File: src/rtl/buzzer_pkg.sv
// ----------------------------------------------------------------------------
// buzzer_pkg - shared types and defaults for the buzzer arbiter
// Rev 1.0
// ----------------------------------------------------------------------------
`default_nettype none

package buzzer_pkg;

   typedef enum logic [1:0] {
      ST_IDLE = 2'd0,
      ST_PLAY = 2'd1,
      ST_GAP  = 2'd2
   } arb_state_e;

   localparam int DEFAULT_N_CH = 3;

   // Same board clock the melody blocks use; the gap is a fixed 20 us silence
   localparam int CLK_FREQ_HZ        = 50_000_000;
   localparam int GAP_TIME_US        = 20;
   localparam int DEFAULT_GAP_CYCLES = CLK_FREQ_HZ / 1_000_000 * GAP_TIME_US;

endpackage

`default_nettype wire

File: src/rtl/rr_pick.sv
// ----------------------------------------------------------------------------
// rr_pick - combinational round-robin first-set-bit search from a pointer
// Rev 1.0
// ----------------------------------------------------------------------------
`default_nettype none

module rr_pick #(
   parameter int N     = 3,
   parameter int IDX_W = $clog2(N)
) (
   input  logic [N-1:0]     req_i,
   input  logic [IDX_W-1:0] ptr_i,
   output logic             valid_o,
   output logic [IDX_W-1:0] idx_o
);

   localparam logic [IDX_W:0] N_W = (IDX_W+1)'(N);

   logic [N-1:0]     rot;
   logic [IDX_W-1:0] off;
   logic [IDX_W:0]   sum;

   always_comb begin
      // Rotate so bit 0 is the pointer position, then find the lowest set bit
      rot     = N'({req_i, req_i} >> ptr_i);
      valid_o = 1'b0;
      off     = '0;
      for (int k = N - 1; k >= 0; k--) begin
         if (rot[k]) begin
            valid_o = 1'b1;
            off     = IDX_W'(k);
         end
      end
      sum   = {1'b0, ptr_i} + {1'b0, off};
      idx_o = (sum >= N_W) ? IDX_W'(sum - N_W) : sum[IDX_W-1:0];
   end

endmodule

`default_nettype wire

File: src/rtl/buzzer_arbiter.sv
// ----------------------------------------------------------------------------
// buzzer_arbiter - round-robin arbiter of N melody channels onto one buzzer
// Rev 1.0
// ----------------------------------------------------------------------------
`default_nettype none

module buzzer_arbiter
   import buzzer_pkg::*;
#(
   parameter int N_CH       = DEFAULT_N_CH,
   parameter int GAP_CYCLES = DEFAULT_GAP_CYCLES,
   parameter int IDX_W      = $clog2(N_CH)
) (
   input  logic             clock_in,
   input  logic             reset_n,
   input  logic [N_CH-1:0]  req,
   input  logic [N_CH-1:0]  done,
   input  logic [N_CH-1:0]  buzzer_ch,
   input  logic             mute,
   output logic [N_CH-1:0]  grant,
   output logic             busy,
   output logic [IDX_W-1:0] active_idx,
   output logic             buzzer_para_placa
);

   localparam int             CNT_W    = (GAP_CYCLES > 1) ? $clog2(GAP_CYCLES) : 1;
   localparam int             GAP_LAST = (GAP_CYCLES > 0) ? GAP_CYCLES - 1 : 0;
   localparam logic [IDX_W:0] N_W      = (IDX_W+1)'(N_CH);

   arb_state_e       state_q, state_d;
   logic [N_CH-1:0]  grant_q, grant_d;
   logic [IDX_W-1:0] idx_q, idx_d;
   logic [IDX_W-1:0] rr_q, rr_d;
   logic [CNT_W-1:0] cnt_q, cnt_d;
   logic             buz_q, buz_d;

   logic             pick_valid;
   logic [IDX_W-1:0] pick_idx;
   logic [IDX_W:0]   pick_next;

   rr_pick #(
      .N     (N_CH),
      .IDX_W (IDX_W)
   ) u_rr_pick (
      .req_i   (req),
      .ptr_i   (rr_q),
      .valid_o (pick_valid),
      .idx_o   (pick_idx)
   );

   assign pick_next = {1'b0, pick_idx} + {{IDX_W{1'b0}}, 1'b1};

   always_ff @(posedge clock_in or negedge reset_n) begin
      if (!reset_n) begin
         state_q <= ST_IDLE;
         grant_q <= '0;
         idx_q   <= '0;
         rr_q    <= '0;
         cnt_q   <= '0;
         buz_q   <= 1'b0;
      end else begin
         state_q <= state_d;
         grant_q <= grant_d;
         idx_q   <= idx_d;
         rr_q    <= rr_d;
         cnt_q   <= cnt_d;
         buz_q   <= buz_d;
      end
   end

   always_comb begin
      state_d = state_q;
      grant_d = grant_q;
      idx_d   = idx_q;
      rr_d    = rr_q;
      cnt_d   = cnt_q;
      buz_d   = 1'b0;
      unique case (state_q)
         ST_IDLE: begin
            if (pick_valid) begin
               state_d = ST_PLAY;
               grant_d = N_CH'(1) << pick_idx;
               idx_d   = pick_idx;
               rr_d    = (pick_next >= N_W) ? '0 : pick_next[IDX_W-1:0];
            end
         end
         ST_PLAY: begin
            // Only the granted channel can end the song; others keep waiting
            if (done[idx_q] || !req[idx_q]) begin
               grant_d = '0;
               cnt_d   = CNT_W'(GAP_LAST);
               state_d = (GAP_CYCLES == 0) ? ST_IDLE : ST_GAP;
            end else begin
               buz_d = buzzer_ch[idx_q] & ~mute;
            end
         end
         ST_GAP: begin
            if (cnt_q == '0) begin
               state_d = ST_IDLE;
            end else begin
               cnt_d = cnt_q - CNT_W'(1);
            end
         end
         default: begin
            state_d = ST_IDLE;
            grant_d = '0;
         end
      endcase
   end

   assign grant             = grant_q;
   assign busy              = (state_q != ST_IDLE);
   assign active_idx        = idx_q;
   assign buzzer_para_placa = buz_q;

endmodule

`default_nettype wire

File: config.mk
export PLATFORM = sky130hd
export DESIGN_NAME = buzzer_arbiter
export DESIGN_NICKNAME = d
export VERILOG_FILES = /design/src/rtl/buzzer_pkg.sv /design/src/rtl/rr_pick.sv /design/src/rtl/buzzer_arbiter.sv
export SDC_FILE = /design/constraint.sdc
export NUM_CORES = 1
export LEC_CHECK = 0
export ABC_AREA = 1
export CAP_MARGIN = 20
export CORE_MARGIN = 2
export CORE_UTILIZATION = 30
export CTS_BUF_LIST = sky130_fd_sc_hd__clkbuf_4
export DETAILED_ROUTE_END_ITERATION = 6
export RECOVER_POWER = 50
export SETUP_SLACK_MARGIN = 0.4
export SLEW_MARGIN = 20
export SYNTH_ARGS = -nofsm -noshare
export SYNTH_HDL_FRONTEND = slang
export SYNTH_SLANG_ARGS = --single-unit
File: constraint.sdc
create_clock -name clock_in -period 6.16 [get_ports clock_in]
set_input_delay 1.232 -clock clock_in [delete_from_list [all_inputs] [get_ports clock_in]]
set_output_delay 1.232 -clock clock_in [all_outputs]
set_load 0.005 [all_outputs]
==> reports/metrics.cfg, run 1 <==
[floorplanning]
rows = 24
ioPinCount = 19
die_height_um = 70.6
die_w_um = 70.6
core_area_mm2 = 0.00432
die_area_mm2 = 0.00499
initial_core_util = 0.308

[routing]
wl_per_cell_um = 10.8
drcViolationCount = 0
ant_nets = 0
via_per_inst = 4.60
routed_wl_um = 2740
drt_first_pass_iters = 4
vias = 1163
drtIter0Drc = 55

[pwr]
p_comb_frac = 0.066
pwr-share-seq = 0.507
p_int_mw = 0.205
p_per_area_mw_per_mm2 = 164
p_sw_frac = 0.207
p_leak_nw = 0.804
p_clk_frac = 0.427
switchingPower_mw = 0.0535
peakVddDrop_uv = 76.5

[place]
post-place-cells = 249
gp_congestion = 0.777
hpwl_um = 2050
port_buffers = 18

[status]
status = finished, final reports clean

[timing]
grt_setup_unrepaired = false
period_needed_ns = 3.70
tightest_slew_ns = 0.936
relSlewSlack = 0.374
fmax_mhz = 270
setup_tns_ns = 0
finalSetupViolCount = 0
final-hold-violation-count = 0
slew_viol_final = 0
fin_skew_ns = 0.00465
post-route-period-util = 0.601

[yosys]
ys_seq_elements = 20
synth_area_mm2 = 0.00133
synth_seq_area_share = 0.376
ys.warnings.count = 0
postSynthNetCount = 198
synthCells = 182
synth.distinct_cells = 21
avgSynthCellArea_um2 = 7.32

[critical_path]
crit_end = active_idx[1]
critPathArrivalTime_ns = 3.92
crit_required_ns = 6.38
r2r_cells = 15
r2r-start = rr_q[0]
cp-startpoint = req[1]
endpoint_kind = flop
reg2reg_to = active_idx[1]
worstPathMaxFanout = 3
rrSetupSlack_ns = 3.39
startpoint_type = primary input
crit_type = in -> reg

[clock_tree]
cts_max_level = 1
clockBufferDepth = 2
cts_hold_buf = 0
cts_buffers = 3
cts_tree = yes
clock_latency_ns = 0.31
post_cts_buffers = 0
cts_resized = 0
cts_sinks = 20
cts_root_buf = clkbuf_4
clkTransAtPathRegs_ns = 0.13

[grt]
grt_pass1_wl_um = 4800
grt_max_degree = 21
antenna_found_initial = 0
track_usage = 0.118
grt_pass1_vias = 1074
overflow = 0

[finish]
n_antenna_cell = 0
syn2layout_area_growth_pct = 18.8
drive_above_1_share = 0.0846
nets = 218
fin_cells = 253

[min_path]
hold_path_class = reg -> reg

[job]
cap_violations = 0

-- how the worst min path moves through the flow --
stage,from,endpoint,depth (start not counted)
2_1_floorplan,cnt_q[8],cnt_q[8],2
3_3_place_gp,cnt_q[8],cnt_q[8],2
3_5_place_dp,cnt_q[8],cnt_q[8],2
4_1_cts,cnt_q[8],cnt_q[8],2
5_1_grt,cnt_q[8],cnt_q[8],2
6_report,cnt_q[8],cnt_q[8],2
-- sequential cells by signal, summed over array words and instances, names as in the netlist --
signal,cells
state_q,2
rr_q,2
grant,3
buzzer_para_placa,1
cnt_q,10
active_idx,2
-- kinds of logic after synthesis --
logic type                 Yosys count  synth area share
and+or+nand+nor                    120             0.436
DFF                                 20             0.376
buffers and inverters               27            0.0883
xor gates and xnor gates             3            0.0197
AOI/OAI and AO/OA                    8            0.0376
adders and majority gates            4            0.0432
-- critical path, stage by stage --
cell           delay [ns]
dlygate4sd3_1        0.57
nand2_1              0.08
nand3_1              0.09
nand2_1              0.09
a21oi_1              0.15
ha_1                 0.16
inv_1                0.04
fa_1                 0.50
inv_1                0.06
ha_1                 0.17
nor2_1               0.09
nand2_1              0.09
o21ai_0              0.29
inv_1                0.09
o21ai_0              0.22
-- layout make-up --
class | count | area [um^2]
fillers | 471 | 2740
multi-input cells | 135 | 694
flip-flops and latches | 20 | 500
repair buffers | 18 | 180
inverters | 24 | 90.1
well taps | 52 | 65.1
clock inverters | 1 | 30.0
clock buffers | 3 | 22.5
-- synthesized netlist by cell type (all sizes together) --
cell type,count,share of area
a211oi,1,0.0056
a21oi,1,0.0038
buf,3,0.021
dfrtp,20,0.38
fa,1,0.015
ha,3,0.028
inv,24,0.068
nand2,60,0.19
nand3,34,0.15
nand4,4,0.019
nor2,21,0.080
o21ai,6,0.028
or2,1,0.0047
xor2,3,0.020
-- stage by stage --
step	util	setup WS (ns)	power, mW	instance area (um^2)	hold WS [ns]
2_1_floorplan	-	2.98	0.140	1330	0.452
6_report	0.366	2.46	0.259	1580	0.498
3_3_place_gp	0.359	2.26	0.152	1550	0.470
3_5_place_dp	0.359	2.22	0.152	1550	0.475
5_1_grt	0.366	2.19	0.269	1580	0.554
4_1_cts	0.371	2.55	0.263	1600	0.506
-- routing by layer --
| metal | routed length (um) | GRT usage |
|---|---|---|
| met5 | 0 | 0 |
| met4 | 30 | 0.0440 |
| met3 | 81 | 0.0199 |
| met2 | 1190 | 0.178 |
| met1 | 1430 | 0.171 |
-- power by group through the flow --
stage               combinational, mW  clock (mW)  sequential [mW]
finish                         0.0171       0.111            0.131
global route                   0.0200       0.118            0.131
CTS                            0.0180       0.113            0.131
detailed placement             0.0179           0            0.134
global placement               0.0178           0            0.134
floorplan                     0.00659           0            0.134
-- layout by cell type (no fill, tap or decap) --
cell type         n
clkdlybuf4s50_1  16
fa_1              1
nand4_1           4
or2_2             1
bufinv_16         1
nor2_2            2
xor2_1            3
o21ai_2           2
dlygate4sd3_1     2
nand2_2           3
nand3_4           1
nor2_1           16
o21ai_0           4
clkbuf_4          3
nand2_4           1
dfrtp_1          20
inv_1            24
nand3_1          33
nand2_1          56
nor2_4            3
ha_1              3
a211oi_1          1
a21oi_1           1
Note: power is estimated with default switching activity, not from simulation.
==> inputs of run 2 (changes only) <==
==> constraint.sdc (replaced) <==
create_clock -name clock_in -period 3.4 [get_ports clock_in]
set_input_delay 0.68 -clock clock_in [delete_from_list [all_inputs] [get_ports clock_in]]
set_output_delay 0.68 -clock clock_in [all_outputs]
set_load 0.005 [all_outputs]
==> reports/metrics.cfg, run 2 (same netlist as run 1, synthesis figures left out) <==
[grt]
use_met1 = 0.160
antenna_found_initial = 0
grt_pass1_wl_um = 4770
use_met3 = 0.0128
top_usage_layer = met2
track_usage = 0.118
overflow = 0
use_met2 = 0.191
grt_pass1_vias = 1053
grt_max_degree = 21

[finish]
regMostFlops = cnt_q
n_fill_cell = 468
nets = 219
final_cell_mix = nand2_1, nand3_1, inv_1
syn2layout_area_growth_pct = 22.7
layout_commonest_cell = nand2_1
final_util = 0.378
largest_reg_flops = 10
drive_above_1_share = 0.119
n_antenna_cell = 0

[critical_path]
crit_end = rr_q[0]
crit_required_ns = 3.62
endpoint_kind = flop
critPathArrivalTime_ns = 2.95
r2r_cells = 16
worstPathMaxFanout = 6
reg2reg_to = rr_q[0]
r2r-start = rr_q[0]
crit_type = reg -> reg
startpoint_type = flop
cp-startpoint = rr_q[0]
rrSetupSlack_ns = 0.67

[min_path]
hold-path-cell-count = 2
hold_path_class = reg -> reg

[pwr]
peakVddDrop_uv = 146
power.total_mw = 0.474
p_per_area_mw_per_mm2 = 290
p_leak_nw = 0.840

[routing]
vias = 1198
drtIter0Drc = 56
routed_wl_um = 2800
wl_per_cell_um = 11.0
ant_nets = 0
drcViolationCount = 0
drt_first_pass_iters = 4
via_per_inst = 4.72

[place]
hpwl_um = 2060
port_buffers = 18
gp_congestion = 0.777

[status]
status = finished, final reports clean

[clock_tree]
cts_buffers = 3
clock_latency_ns = 0.31
clockBufferDepth = 2
clkTransAtPathRegs_ns = 0.13
cts_sinks = 20
cts_tree = yes
cts_max_level = 1
cts_root_buf = clkbuf_4

[timing]
fmax_mhz = 367
setup_tns_ns = 0
slew_viol_final = 0
fin_skew_ns = 0.00151
grt_setup_unrepaired = false
finalSetupViolCount = 0
relSlewSlack = 0.393
period_needed_ns = 2.73
post-route-period-util = 0.802
tightest_slew_ns = 0.908
final-hold-violation-count = 0

[floorplanning]
die_w_um = 70.6
core_area_mm2 = 0.00432
initial_core_util = 0.308
die_area_mm2 = 0.00499
rows = 24
ioPinCount = 19
die_height_um = 70.6

[job]
cap_violations = 0

## run 2: layer usage
layer | share of wire | up-vias
met5 | 0 | -
met4 | 0.021 | 0
met3 | 0.022 | 4
met2 | 0.46 | 16
met1 | 0.49 | 559
li1 | - | 619
## run 2: metrics by stage
| stage | cells | hold slack, ns | cell area (um^2) | setup WS, ns |
|---|---|---|---|---|
| 4_1_cts | 253 | 0.504 | 1600 | 0.425 |
| 3_5_place_dp | 249 | 0.474 | 1550 | 0.0111 |
| 5_1_grt | 254 | 0.545 | 1640 | 0.426 |
| 3_3_place_gp | 249 | 0.470 | 1550 | 0.0527 |
| 6_report | 254 | 0.498 | 1640 | 0.672 |
| 2_1_floorplan | 182 | 0.384 | 1330 | 0.773 |
## run 2: layout make-up
class | instances | area (um^2) | share of cell area
clock inverters | 1 | 30.0 | 0.0184
repair buffers | 19 | 195 | 0.119
clock buffers | 3 | 22.5 | 0.0138
inverters | 24 | 90.1 | 0.0551
well taps | 52 | 65.1 | 0.0398
multi-input cells | 135 | 732 | 0.448
flip-flops and latches | 20 | 500 | 0.306
## run 2: how the worst min path moves through the flow
stage | start | endpoint
2_1_floorplan | reset_n | active_idx[0]
3_3_place_gp | cnt_q[8] | cnt_q[8]
3_5_place_dp | cnt_q[8] | cnt_q[8]
4_1_cts | cnt_q[8] | cnt_q[8]
5_1_grt | cnt_q[8] | cnt_q[8]
6_report | cnt_q[8] | cnt_q[8]
## run 2: report_power, final
part,internal (mW),total (mW),switching [mW],leakage [nW]
logic,0.0162,0.0334,0.0172,0.557
registers,0.238,0.238,0,0.255
clock network,0.119,0.203,0.0836,0.0279
## run 2: timing repair
action,CTS,global route
setup buffers,0,1
pin swaps,0,2
setup endpoints to repair,6,7
resized for setup,1,7
hold buffers,0,0
## run 2: worst max-delay path, cell delays in order (launching register included)
cell and delay (ns):
dfrtp_1 0.48, inv_1 0.12, nand2_1 0.08, nand3_1 0.07, nand2_1 0.10, a21oi_2 0.15
ha_1 0.15, inv_1 0.05, fa_1 0.53, inv_1 0.06, ha_1 0.17, nor2_1 0.12
nand2_2 0.10, xor2_2 0.23, nor2_1 0.06, nand2_1 0.10, nand2_1 0.06
==> inputs of run 3 (changes only) <==
==> constraint.sdc (replaced) <==
create_clock -name clock_in -period 2.65 [get_ports clock_in]
set_input_delay 0.53 -clock clock_in [delete_from_list [all_inputs] [get_ports clock_in]]
set_output_delay 0.53 -clock clock_in [all_outputs]
set_load 0.005 [all_outputs]
==> reports/metrics.cfg, run 3 (same netlist as run 1, synthesis figures left out) <==
[finish]
n_antenna_cell = 0
final_cell_mix = nand2_1, nand3_1, inv_1
multi_input_area_um2 = 800
largest_reg_flops = 10
n_fill_cell = 462
fin_area_mm2 = 0.00177
layout_commonest_cell = nand2_1
drive_above_1_share = 0.236
nets = 229
syn2layout_area_growth_pct = 32.5
final-seq-area_um2 = 503
regMostFlops = cnt_q

[routing]
ant_nets = 0
vias = 1223
drt_first_pass_iters = 4
wl_per_cell_um = 10.7
routed_wl_um = 2830
drcViolationCount = 0
drtIter0Drc = 40
via_per_inst = 4.63

[floorplanning]
die_area_mm2 = 0.00499
core_area_mm2 = 0.00432
rows = 24
die_height_um = 70.6
ioPinCount = 19
initial_core_util = 0.308
die_w_um = 70.6

[pwr]
p_sw_frac = 0.202
p_comb_frac = 0.089
switchingPower_mw = 0.123
p_clk_frac = 0.409
peakVddDrop_uv = 215
p_per_area_mw_per_mm2 = 345
p_leak_nw = 0.870
p_int_mw = 0.486
pwr-share-seq = 0.501

[grt]
grt_pass1_wl_um = 4930
track_usage = 0.120
grt_max_degree = 21
antenna_found_initial = 0
grt_pass1_vias = 1157
overflow = 0

[job]
cap_violations = 0

[clock_tree]
clkTransAtPathRegs_ns = 0.12
cts_tree = yes
cts_max_level = 1
clock_latency_ns = 0.30
cts_buffers = 3
cts_root_buf = clkbuf_4
cts_sinks = 20
clockBufferDepth = 2

[place]
port_buffers = 18
dp_slack_ns = -0.505
placed_area_mm2 = 0.00165
gp_congestion = 0.727
hpwl_um = 2160

[min_path]
hold_path_class = reg -> reg

[timing]
final-hold-violation-count = 0
worst_slack_ns = 0.0471
fin_skew_ns = 0.00480
fmax_mhz = 384
tightest_slew_ns = 1.07
slew_viol_final = 0
period_needed_ns = 2.60
holdWs_ns = 0.493
finalSetupViolCount = 0
relSlewSlack = 0.287
grt_setup_unrepaired = true
post-route-period-util = 0.982

[critical_path]
critPathArrivalTime_ns = 2.81
crit_type = reg -> reg
endpoint_kind = flop
cpMaxStageDelayCell = fa_1
cp_cell_sequence = inv_2 > nand2_2 > nand3_2 > nand2_2 > a21oi_2 > ha_2 > inv_2 > fa_1 > inv_2 > ha_4 > nor2_4 > nand2_4 > xor2_2 > nor2_1 > nand2_1 > nand2_1
cp_slowest_stage_delay_ns = 0.57
startpoint_type = flop
worstPathMaxFanout = 5
cpMostUsedCell = inv_2
crit_required_ns = 2.86

[status]
status = finished, final reports clean

## run 3: stage by stage
step	TNS (ns)	util	total power [mW]	instances
3_5_place_dp	-3.29	0.380	0.362	257
4_1_cts	0	0.401	0.619	263
2_1_floorplan	0	-	0.329	182
6_report	0	0.408	0.609	264
3_3_place_gp	-2.81	0.380	0.362	257
5_1_grt	-0.551	0.408	0.639	264
## run 3: timing repair
action,in CTS,in global routing
buffers inserted,2,1
cloned,0,0
gates resized for setup,12,5
setup endpoints to repair,7,7
hold buffers,0,0
pin swaps,2,9
## run 3: worst paths after layout
check / start / to / slack (ns) / cells past startpoint
worst max-delay path: rr_q[0] / grant[0] / 0.05 / 16
worst min-delay path: cnt_q[8] / cnt_q[8] / 0.49 / 2
worst max register to register: rr_q[0] / grant[0] / 0.05 / 16
worst min register to register: cnt_q[8] / cnt_q[8] / 0.49 / 2
max in group asynchronous: reset_n / rr_q[0] / 1.02 / 2
min in group asynchronous: reset_n / cnt_q[9] / 0.92 / 2
## run 3: worst max-delay path: cells and delay by family, from the launching register on
kind                     cells  cell delay [ns]
AO/OA/AOI/OAI                1             0.11
buffers and inverters        3             0.20
flip-flops                   1             0.48
adder cells (fa/ha/maj)      3             0.91
XOR/XNOR                     1             0.22
AND/OR/NAND/NOR              8             0.58
## run 3: power by group through the flow
| stage | sequential [mW] | clock (mW) | combinational, mW |
|---|---|---|---|
| final | 0.305 | 0.249 | 0.0545 |
| after global routing | 0.305 | 0.274 | 0.0606 |
| after CTS | 0.305 | 0.261 | 0.0525 |
| after detailed placement | 0.311 | 0 | 0.0515 |
| after global placement | 0.311 | 0 | 0.0509 |
| after floorplan | 0.311 | 0 | 0.0179 |
## run 3: final cells by class
cell class,instances,share of cell area
Sequential cell,20,0.285
Clock inverter,1,0.0170
Clock buffer,3,0.0128
Inverter,24,0.0510
Timing Repair Buffer,29,0.145
Multi-Input combinational cell,135,0.453
Tap cell,52,0.0369
## run 3: layer usage
metal,global-route usage,routed length (um)
met5,0,0
met1,0.161,1360
met2,0.202,1360
met4,0.0398,33
met3,0.0114,74
